<file path="config.mk">
export PLATFORM = sky130hd
export DESIGN_NAME = icache_refill_engine
export DESIGN_NICKNAME = d
export VERILOG_FILES = /design/src/rtl/icache_refill_engine.sv
export SDC_FILE = /design/constraint.sdc
export NUM_CORES = 1
export LEC_CHECK = 0
export CORE_ASPECT_RATIO = 0.75
export CORE_MARGIN = 4
export CORE_UTILIZATION = 40
export CTS_CLUSTER_DIAMETER = 150
export CTS_CLUSTER_SIZE = 24
export DETAILED_ROUTE_END_ITERATION = 12
export PLACE_DENSITY = 0.77
export SLEW_MARGIN = 15
export SYNTH_ARGS = -nofsm -noshare
export SYNTH_HDL_FRONTEND = slang
export SYNTH_SLANG_ARGS = --single-unit
export TNS_END_PERCENT = 50
</file>
<file path="constraint.sdc">
create_clock -name clk -period 2.71 [get_ports clk]
set_clock_uncertainty 0.1 [all_clocks]
set_input_delay 0.542 -clock clk [delete_from_list [all_inputs] [get_ports clk]]
set_output_delay 0.542 -clock clk [all_outputs]
set_load 0.005 [all_outputs]
</file>
<file path="src/rtl/icache_refill_engine.sv">
// AXI3 burst refill of one I-cache line per miss; `ICACHE_CWF_EN selects critical-word-first WRAP bursts.
// Latency: miss_req -> ARVALID 1 cycle, R handshake -> refill_valid 1 cycle; RREADY held for the whole burst.
module icache_refill_engine #(
  parameter int DATA_LENGTH = 32,
  parameter int LINE_SIZE   = 64,
  parameter int ADDR_WIDTH  = 32,
  localparam int BEATS      = LINE_SIZE / (DATA_LENGTH / 8),
  localparam int IDX_W      = $clog2(BEATS)
) (
  input  logic                   clk,
  input  logic                   rst,
  input  logic                   flush,
  input  logic                   miss_req,
  input  logic [ADDR_WIDTH-1:0]  miss_addr,
  output logic                   busy,
  output logic                   refill_valid,
  output logic [DATA_LENGTH-1:0] refill_data,
  output logic [IDX_W-1:0]       refill_idx,
  output logic                   refill_complete,
  output logic                   refill_error,
`ifdef ICACHE_CWF_EN
  output logic                   crit_valid,
`endif
  output logic [ADDR_WIDTH-1:0]  ARADDR,
  output logic [3:0]             ARLEN,
  output logic [2:0]             ARSIZE,
  output logic [1:0]             ARBURST,
  output logic                   ARVALID,
  input  logic                   ARREADY,
  input  logic [DATA_LENGTH-1:0] RDATA,
  input  logic [1:0]             RRESP,
  input  logic                   RLAST,
  input  logic                   RVALID,
  output logic                   RREADY
);

  localparam int OFF_W  = $clog2(LINE_SIZE);
  localparam int BYTE_W = $clog2(DATA_LENGTH / 8);

  typedef enum logic [1:0] {IDLE, ADDR, DATA, DRAIN} state_t;

  state_t           state;
  logic [IDX_W-1:0] beat_cnt;
  logic [IDX_W-1:0] start_idx;
  logic             err_flag;
  logic             abort;

  logic [ADDR_WIDTH-1:0] ar_addr_nxt;
  logic [1:0]            ar_burst_nxt;
  logic [IDX_W-1:0]      start_nxt;
  logic                  unused_addr_bits;

  assign ARLEN  = 4'(BEATS - 1);
  assign ARSIZE = 3'(BYTE_W);

  always_comb begin
    ar_addr_nxt  = '0;
    ar_burst_nxt = 2'b01;
    start_nxt    = '0;
`ifdef ICACHE_CWF_EN
    ar_addr_nxt  = {miss_addr[ADDR_WIDTH-1:BYTE_W], {BYTE_W{1'b0}}};
    ar_burst_nxt = 2'b10;
    start_nxt    = miss_addr[OFF_W-1:BYTE_W];
`else
    ar_addr_nxt  = {miss_addr[ADDR_WIDTH-1:OFF_W], {OFF_W{1'b0}}};
`endif
  end

`ifdef ICACHE_CWF_EN
  assign unused_addr_bits = ^miss_addr[BYTE_W-1:0];
`else
  assign unused_addr_bits = ^miss_addr[OFF_W-1:0];
`endif

  logic beat, last_cnt, err_nxt, line_end;
  assign beat     = RVALID && RREADY;
  assign last_cnt = (beat_cnt == IDX_W'(BEATS - 1));
  // A premature or missing RLAST is treated like a bad RRESP.
  assign err_nxt  = err_flag || (RRESP != 2'b00) || (RLAST != last_cnt);
  assign line_end = RLAST || last_cnt;

  always_ff @(posedge clk or negedge rst) begin
    if (!rst) begin
      state           <= IDLE;
      beat_cnt        <= '0;
      start_idx       <= '0;
      err_flag        <= 1'b0;
      abort           <= 1'b0;
      busy            <= 1'b0;
      refill_valid    <= 1'b0;
      refill_data     <= '0;
      refill_idx      <= '0;
      refill_complete <= 1'b0;
      refill_error    <= 1'b0;
`ifdef ICACHE_CWF_EN
      crit_valid      <= 1'b0;
`endif
      ARADDR          <= '0;
      ARBURST         <= 2'b00;
      ARVALID         <= 1'b0;
      RREADY          <= 1'b0;
    end else begin
      refill_valid    <= 1'b0;
      refill_complete <= 1'b0;
      refill_error    <= 1'b0;
`ifdef ICACHE_CWF_EN
      crit_valid      <= 1'b0;
`endif
      case (state)
        IDLE: begin
          if (miss_req && !flush) begin
            state     <= ADDR;
            busy      <= 1'b1;
            ARVALID   <= 1'b1;
            ARADDR    <= ar_addr_nxt;
            ARBURST   <= ar_burst_nxt;
            start_idx <= start_nxt;
            beat_cnt  <= '0;
            err_flag  <= 1'b0;
            abort     <= 1'b0;
          end
        end
        ADDR: begin
          // ARVALID may not drop before the handshake, so a flush is only remembered here.
          if (ARREADY) begin
            ARVALID <= 1'b0;
            RREADY  <= 1'b1;
            abort   <= 1'b0;
            state   <= (abort || flush) ? DRAIN : DATA;
          end else if (flush) begin
            abort <= 1'b1;
          end
        end
        DATA: begin
          if (beat) begin
            refill_valid <= 1'b1;
            refill_data  <= RDATA;
            refill_idx   <= start_idx + beat_cnt;
            beat_cnt     <= beat_cnt + 1'b1;
            err_flag     <= err_nxt;
`ifdef ICACHE_CWF_EN
            crit_valid   <= (beat_cnt == '0);
`endif
            if (line_end && !flush) begin
              refill_complete <= 1'b1;
              refill_error    <= err_nxt;
            end
            if (RLAST) begin
              state  <= IDLE;
              busy   <= 1'b0;
              RREADY <= 1'b0;
            end else if (last_cnt || flush) begin
              state <= DRAIN;
            end
          end else if (flush) begin
            state <= DRAIN;
          end
        end
        DRAIN: begin
          if (RVALID && RLAST) begin
            state  <= IDLE;
            busy   <= 1'b0;
            RREADY <= 1'b0;
          end
        end
        default: state <= IDLE;
      endcase
    end
  end

endmodule

</file>
# Yosys cells after proc, flatten, opt, wreduce, memory -nomap -nowiden
# Index checks and enable logic that the tools add are counted.
# Widths: inputs -> output; s select.
[classes]
addsub = 1
n_eq_ne = 13
n_mux = 35
reduce_logical = 24
[op_table]
columns = ["cell", "count"]
rows = [
  ["$mux 1", 19],
  ["$reduce_and 5->1", 3],
  ["$mux 2", 7],
  ["$ne 2x2->1 const B", 5],
  ["$reduce_and 3->1", 3],
  ["$mux 4", 2],
  ["$pmux 2 s4", 1],
  ["$pmux 4 s2", 1],
  ["$ne 3x3->1 const B", 2],
  ["$pmux 1 s2", 3],
  ["$pmux 1 s3", 2],
  ["$reduce_bool 2->1", 3],
  ["$reduce_bool 3->1", 2],
  ["$logic_or 1x1->1", 5],
  ["$add 4x1->4 const B", 1],
  ["$eq 2x2->1 const B", 2],
  ["$eq 4x4->1 const B", 1],
  ["$logic_and 1x1->1", 4],
  ["$ne 4x4->1 const B", 1],
  ["$reduce_and 2->1", 2],
  ["$eq 2x1->1 const B", 1],
  ["$logic_not 2->1", 1],
  ["$logic_not 1->1", 1],
  ["$ne 1x1->1", 1],
]
[totals]
regBits = 77
input_bits = 73
word_cells = 87

# Logic depth before layout (Yosys ltp)
[logic_depth]
word_depth = 6
ltp_mapped = 7
depth_no_buf = 5

# Least setup slack after synthesis
# No wires, ideal clock.
[synth_path]
path_kind = "input port to flip-flop"
from = "input flush"
to = "register ARADDR[26]"
t_arrival_ps = 1468
path_slack_ps = 1026
cell_stages = 7
cell_sequence = "buf_6 > nand2b_4 > or3_4 > buf_6 > buf_6 > nand2_1 > nand2_1"
[synth_between]
elab_chain_len = 3
[synth_rtl]
columns = ["item", "line_no", "text"]
rows = [
  ["start: declaration", "12", "input logic flush,"],
  ["$logic_not 1->1", "111", "if (miss_req && !flush) begin"],
  ["$logic_and 1x1->1", "111", ""],
  ["$reduce_and 2->1 (no source line)", "--", ""],
  ["end signal: assignment", "115", "ARADDR <= ar_addr_nxt;"],
  ["end: declaration", "24", "output logic [ADDR_WIDTH-1:0] ARADDR,"],
]
# Every way passes these cells.
# A chain may end at the register's enable or synchronous reset.

# Worst setup path in the final report
[layout_path]
from = "register RREADY"
to = "output RREADY"
[layout_lines]
columns = ["item", "line_no", "text"]
rows = [
  ["start: declaration", "34", "output logic RREADY"],
  ["start signal: assignment", "101", "RREADY <= 1'b0;"],
  ["start signal: assignment", "127", "RREADY <= 1'b1;"],
  ["start signal: assignment", "151", "RREADY <= 1'b0;"],
]
# No word-level cell between the ends.

==> results by group <==
Clocking
  • Root Driver: clkbuf_8
  • Hold_buf cts: 0
  • CTS tree: built
  • Clock Latency Late Sink: roughly 0.34 ns
  • Post_cts resized: 0
  • CTS sink count: 77
  • Num CTS Buffers: 9
  • Clk buf depth: 2
  • Setup bufs post-CTS: 0
  • Worst-path clk slew: roughly 0.07 ns
  • H-Tree Level Count: 3

Floorplanning
  • Ports: 156
  • Core Area: 7530 um^2
  • Die H: 85.3 um
  • Die width: around 110 um
  • Starting Density: 0.423
  • # rows: 27
  • Die area: 9480 um^2

STA
  • Hold slack: ~0.09 ns
  • Worst-Margin Slew: 0.541 ns
  • Final Hold Vio Count: 0
  • Relative slew slack: 0.638
  • Setup tns final: 0 ns
  • Fin crit period: 2.00 ns
  • Max Slew Vio Count: 0
  • Period utilisation layout: 0.739
  • RSZ-0062 raised after global routing: no
  • Final setup viols: 0
  • Max Fclk: 500 MHz

Yosys
  • Yosys warning count: 0
  • Top-count cell post-synth: nand2_1
  • Most frequent cells after synthesis: 194 x nand2_1, 77 x dfrtp_1, 15 x buf_4, 8 x buf_2, 7 x a21oi_1
  • FF+latch count, synth: just under 80
  • Top_reg_cell synth: dfrtp_1
  • Cell count after synthesis: between 300 and 400
  • Synth cell types: 29
  • Largest cells by area after synthesis: dfrtp_1 60%, nand2_1 23%, buf_4 3.5%
  • Area share of the largest cell type after synthesis: 0.604
  • Seq/Total Area, Yosys: 0.604
  • Asr flop ratio synth: 1.00
  • Number of synthesized flops with an enable pin: 0
  • Area leader, netlist: dfrtp_1
  • Avg Cell Area, Syn: approximately 9.0 um^2
  • Mapped Area: 3190 um^2

Finish
  • Post-layout net count: 562
  • Layout cells sized above 1: 0.0592
  • Final instance area: between 4000 and 5000 um^2
  • Antenna fix cells: 0
  • Synth-to-Final Area Change: 48.0%
  • Final cell count without fillers: 591

Detailed routing
  • Antenna viol nets, final: 0
  • DRC Markers: 0
  • Vias/cell: about 4.6
  • Via count: 2722
  • DRC marker count from the first detailed-route iteration: ~120
  • First-pass iteration count of the detailed router: 4
  • WL final: between 8000 and 9000 um
  • Per-cell routed wire length: 13.8 um

Pwr
  • Final Power: 0.00436 W
  • IR drop worst, VDD: 0.000395 V
  • Leak Pwr: 2.33 nW
  • Pwr Density: 924 nW/um^2

Worst setup path
  • Crit start category: flop
  • Crit path required time: 2.07 ns
  • Critical path type: flop to primary output
  • Slowest CP cell: clkdlybuf4s50_1
  • Worst-path fanout max: 6
  • Critical Path End Type: primary output
  • CP max stage delay: roughly 0.55 ns
  • CP bufs+invs: 1
  • Worst path arrival time: 1.36 ns
  • Cell Chain, Critical Path: clkdlybuf4s50_1
  • CP top delay family: buffers and inverters

Global route
  • Gr ovfl total: 0
  • Vias in the first global route: 2791
  • Global-route wire length before repair: 13200 um
  • Largest net degree at the start of global routing: 44
  • Antenna violations before repair: 0
  • Tot GR Track Use: 0.171

Place
  • Post-DP HPWL: 5990 um
  • Placed insts: 577
  • RePlAce Congestion: 0.771
  • Port Buf Inserts: 135
  • DP Area: between 4000 and 5000 um^2

Flow run
  • Max_cap viols: 0

Run status
  • Status: finished, final reports clean

Min path
  • Min-Delay Path Class: input port to async pin
## path summary, 6_finish.rpt
| path | start | to | slack [ns] | cells past startpoint |
|---|---|---|---|---|
| min | rst | ARADDR[15]$_DFFE_PN0P_ | 0.09 | 1 |
| max reg2reg | state[1]$_DFFE_PN0P_ | ARADDR[12]$_DFFE_PN0P_ | 0.90 | 4 |
| max in group asynchronous | rst | refill_data[20]$_DFFE_PN0P_ | 1.77 | 2 |
| min reg2reg | ARADDR[24]$_DFFE_PN0P_ | ARADDR[24]$_DFFE_PN0P_ | 0.37 | 2 |
| min in group clk | ARADDR[24]$_DFFE_PN0P_ | ARADDR[24]$_DFFE_PN0P_ | 0.37 | 2 |
| max | RREADY$_DFFE_PN0P_ | RREADY | 0.71 | 1 |
## layout by cell type (no fill, tap or decap)
cell type        synthesis  layout
o21ai_0                  6       6
nand4_1                  2       2
nor4b_4                  0       1
a31o_2                   1       1
clkinvlp_4               0       2
inv_1                    3       3
conb_1                   2      14
nand2_1                194     194
o21a_1                   1       1
or3_4                    1       1
o21ai_1                  1       1
a21boi_0                 1       1
a31oi_1                  1       1
nand2b_4                 1       1
clkdlybuf4s50_1          0     134
or2_2                    1       1
clkbuf_8                 0       9
dfrtp_1                 77      77
inv_2                    1       1
nor4_1                   2       2
nand3_1                  6       6
nand4b_4                 1       1
nor2_1                   6       6
mux2i_1                  2       2
a21oi_1                  7       7
ha_1                     2       2
clkinv_2                 0       3
buf_4                   15       8
nor3_1                   1       1
o21bai_1                 1       1
## metrics by stage
stage,utilization,setup WS [ns]
2_1_floorplan,-,1.03
3_3_place_gp,0.606,0.385
3_5_place_dp,0.606,0.358
4_1_cts,0.626,0.678
5_1_grt,0.626,0.556
6_report,0.626,0.709
## report_power, final
part           internal (W)  total [W]  switching, W
logic               0.00104    0.00171      0.000662
registers           0.00162    0.00195      0.000326
clock network      0.000317   0.000706      0.000389
total               0.00298    0.00436       0.00138
## per-layer routing
layer / up-vias / GRT usage / wire [um]
met2: 108 / 0.288 / 3890
met1: 1278 / 0.203 / 3500
met3: 8 / 0.0634 / 666
li1: 1328 / - / -
met4: 0 / 0.0630 / 101
met5: - / 0 / 0
## sequential cells by signal, summed over array words and instances (netlist names)
register	cells
ARADDR	26
abort	1
refill_valid	1
busy	1
beat_cnt	4
ARVALID	1
state	2
refill_idx	4
refill_complete	1
RREADY	1
refill_data	32
refill_error	1
ARBURST	1
err_flag	1
## worst reg2reg max path: cells and delay by family, from the launching register on
| kind | cells | cell delay, ns |
|---|---|---|
| simple gates | 3 | 0.76 |
| flops | 1 | 0.56 |
| buf+inv | 1 | 0.32 |
## cell type report
class | count | area (um^2)
inverters | 4 | 15.0
fillers | 654 | 2820
well taps | 101 | 126
repair buffers | 142 | 1400
clock buffers | 9 | 124
clock inverters | 5 | 30.0
flip-flops and latches | 77 | 1930
multi-input cells | 253 | 1090
## logic make-up after synthesis
| group | after synthesis | synth area share |
|---|---|---|
| flip-flops | 77 | 0.604 |
| AND/OR/NAND/NOR | 216 | 0.276 |
| multiplexers | 2 | 0.00628 |
| adder cells (fa/ha/maj) | 2 | 0.00785 |
| AO/OA/AOI/OAI | 19 | 0.0338 |
| other | 2 | 0.00236 |
| buffers and inverters | 35 | 0.0691 |
Note: power is estimated with default switching activity, not from simulation.
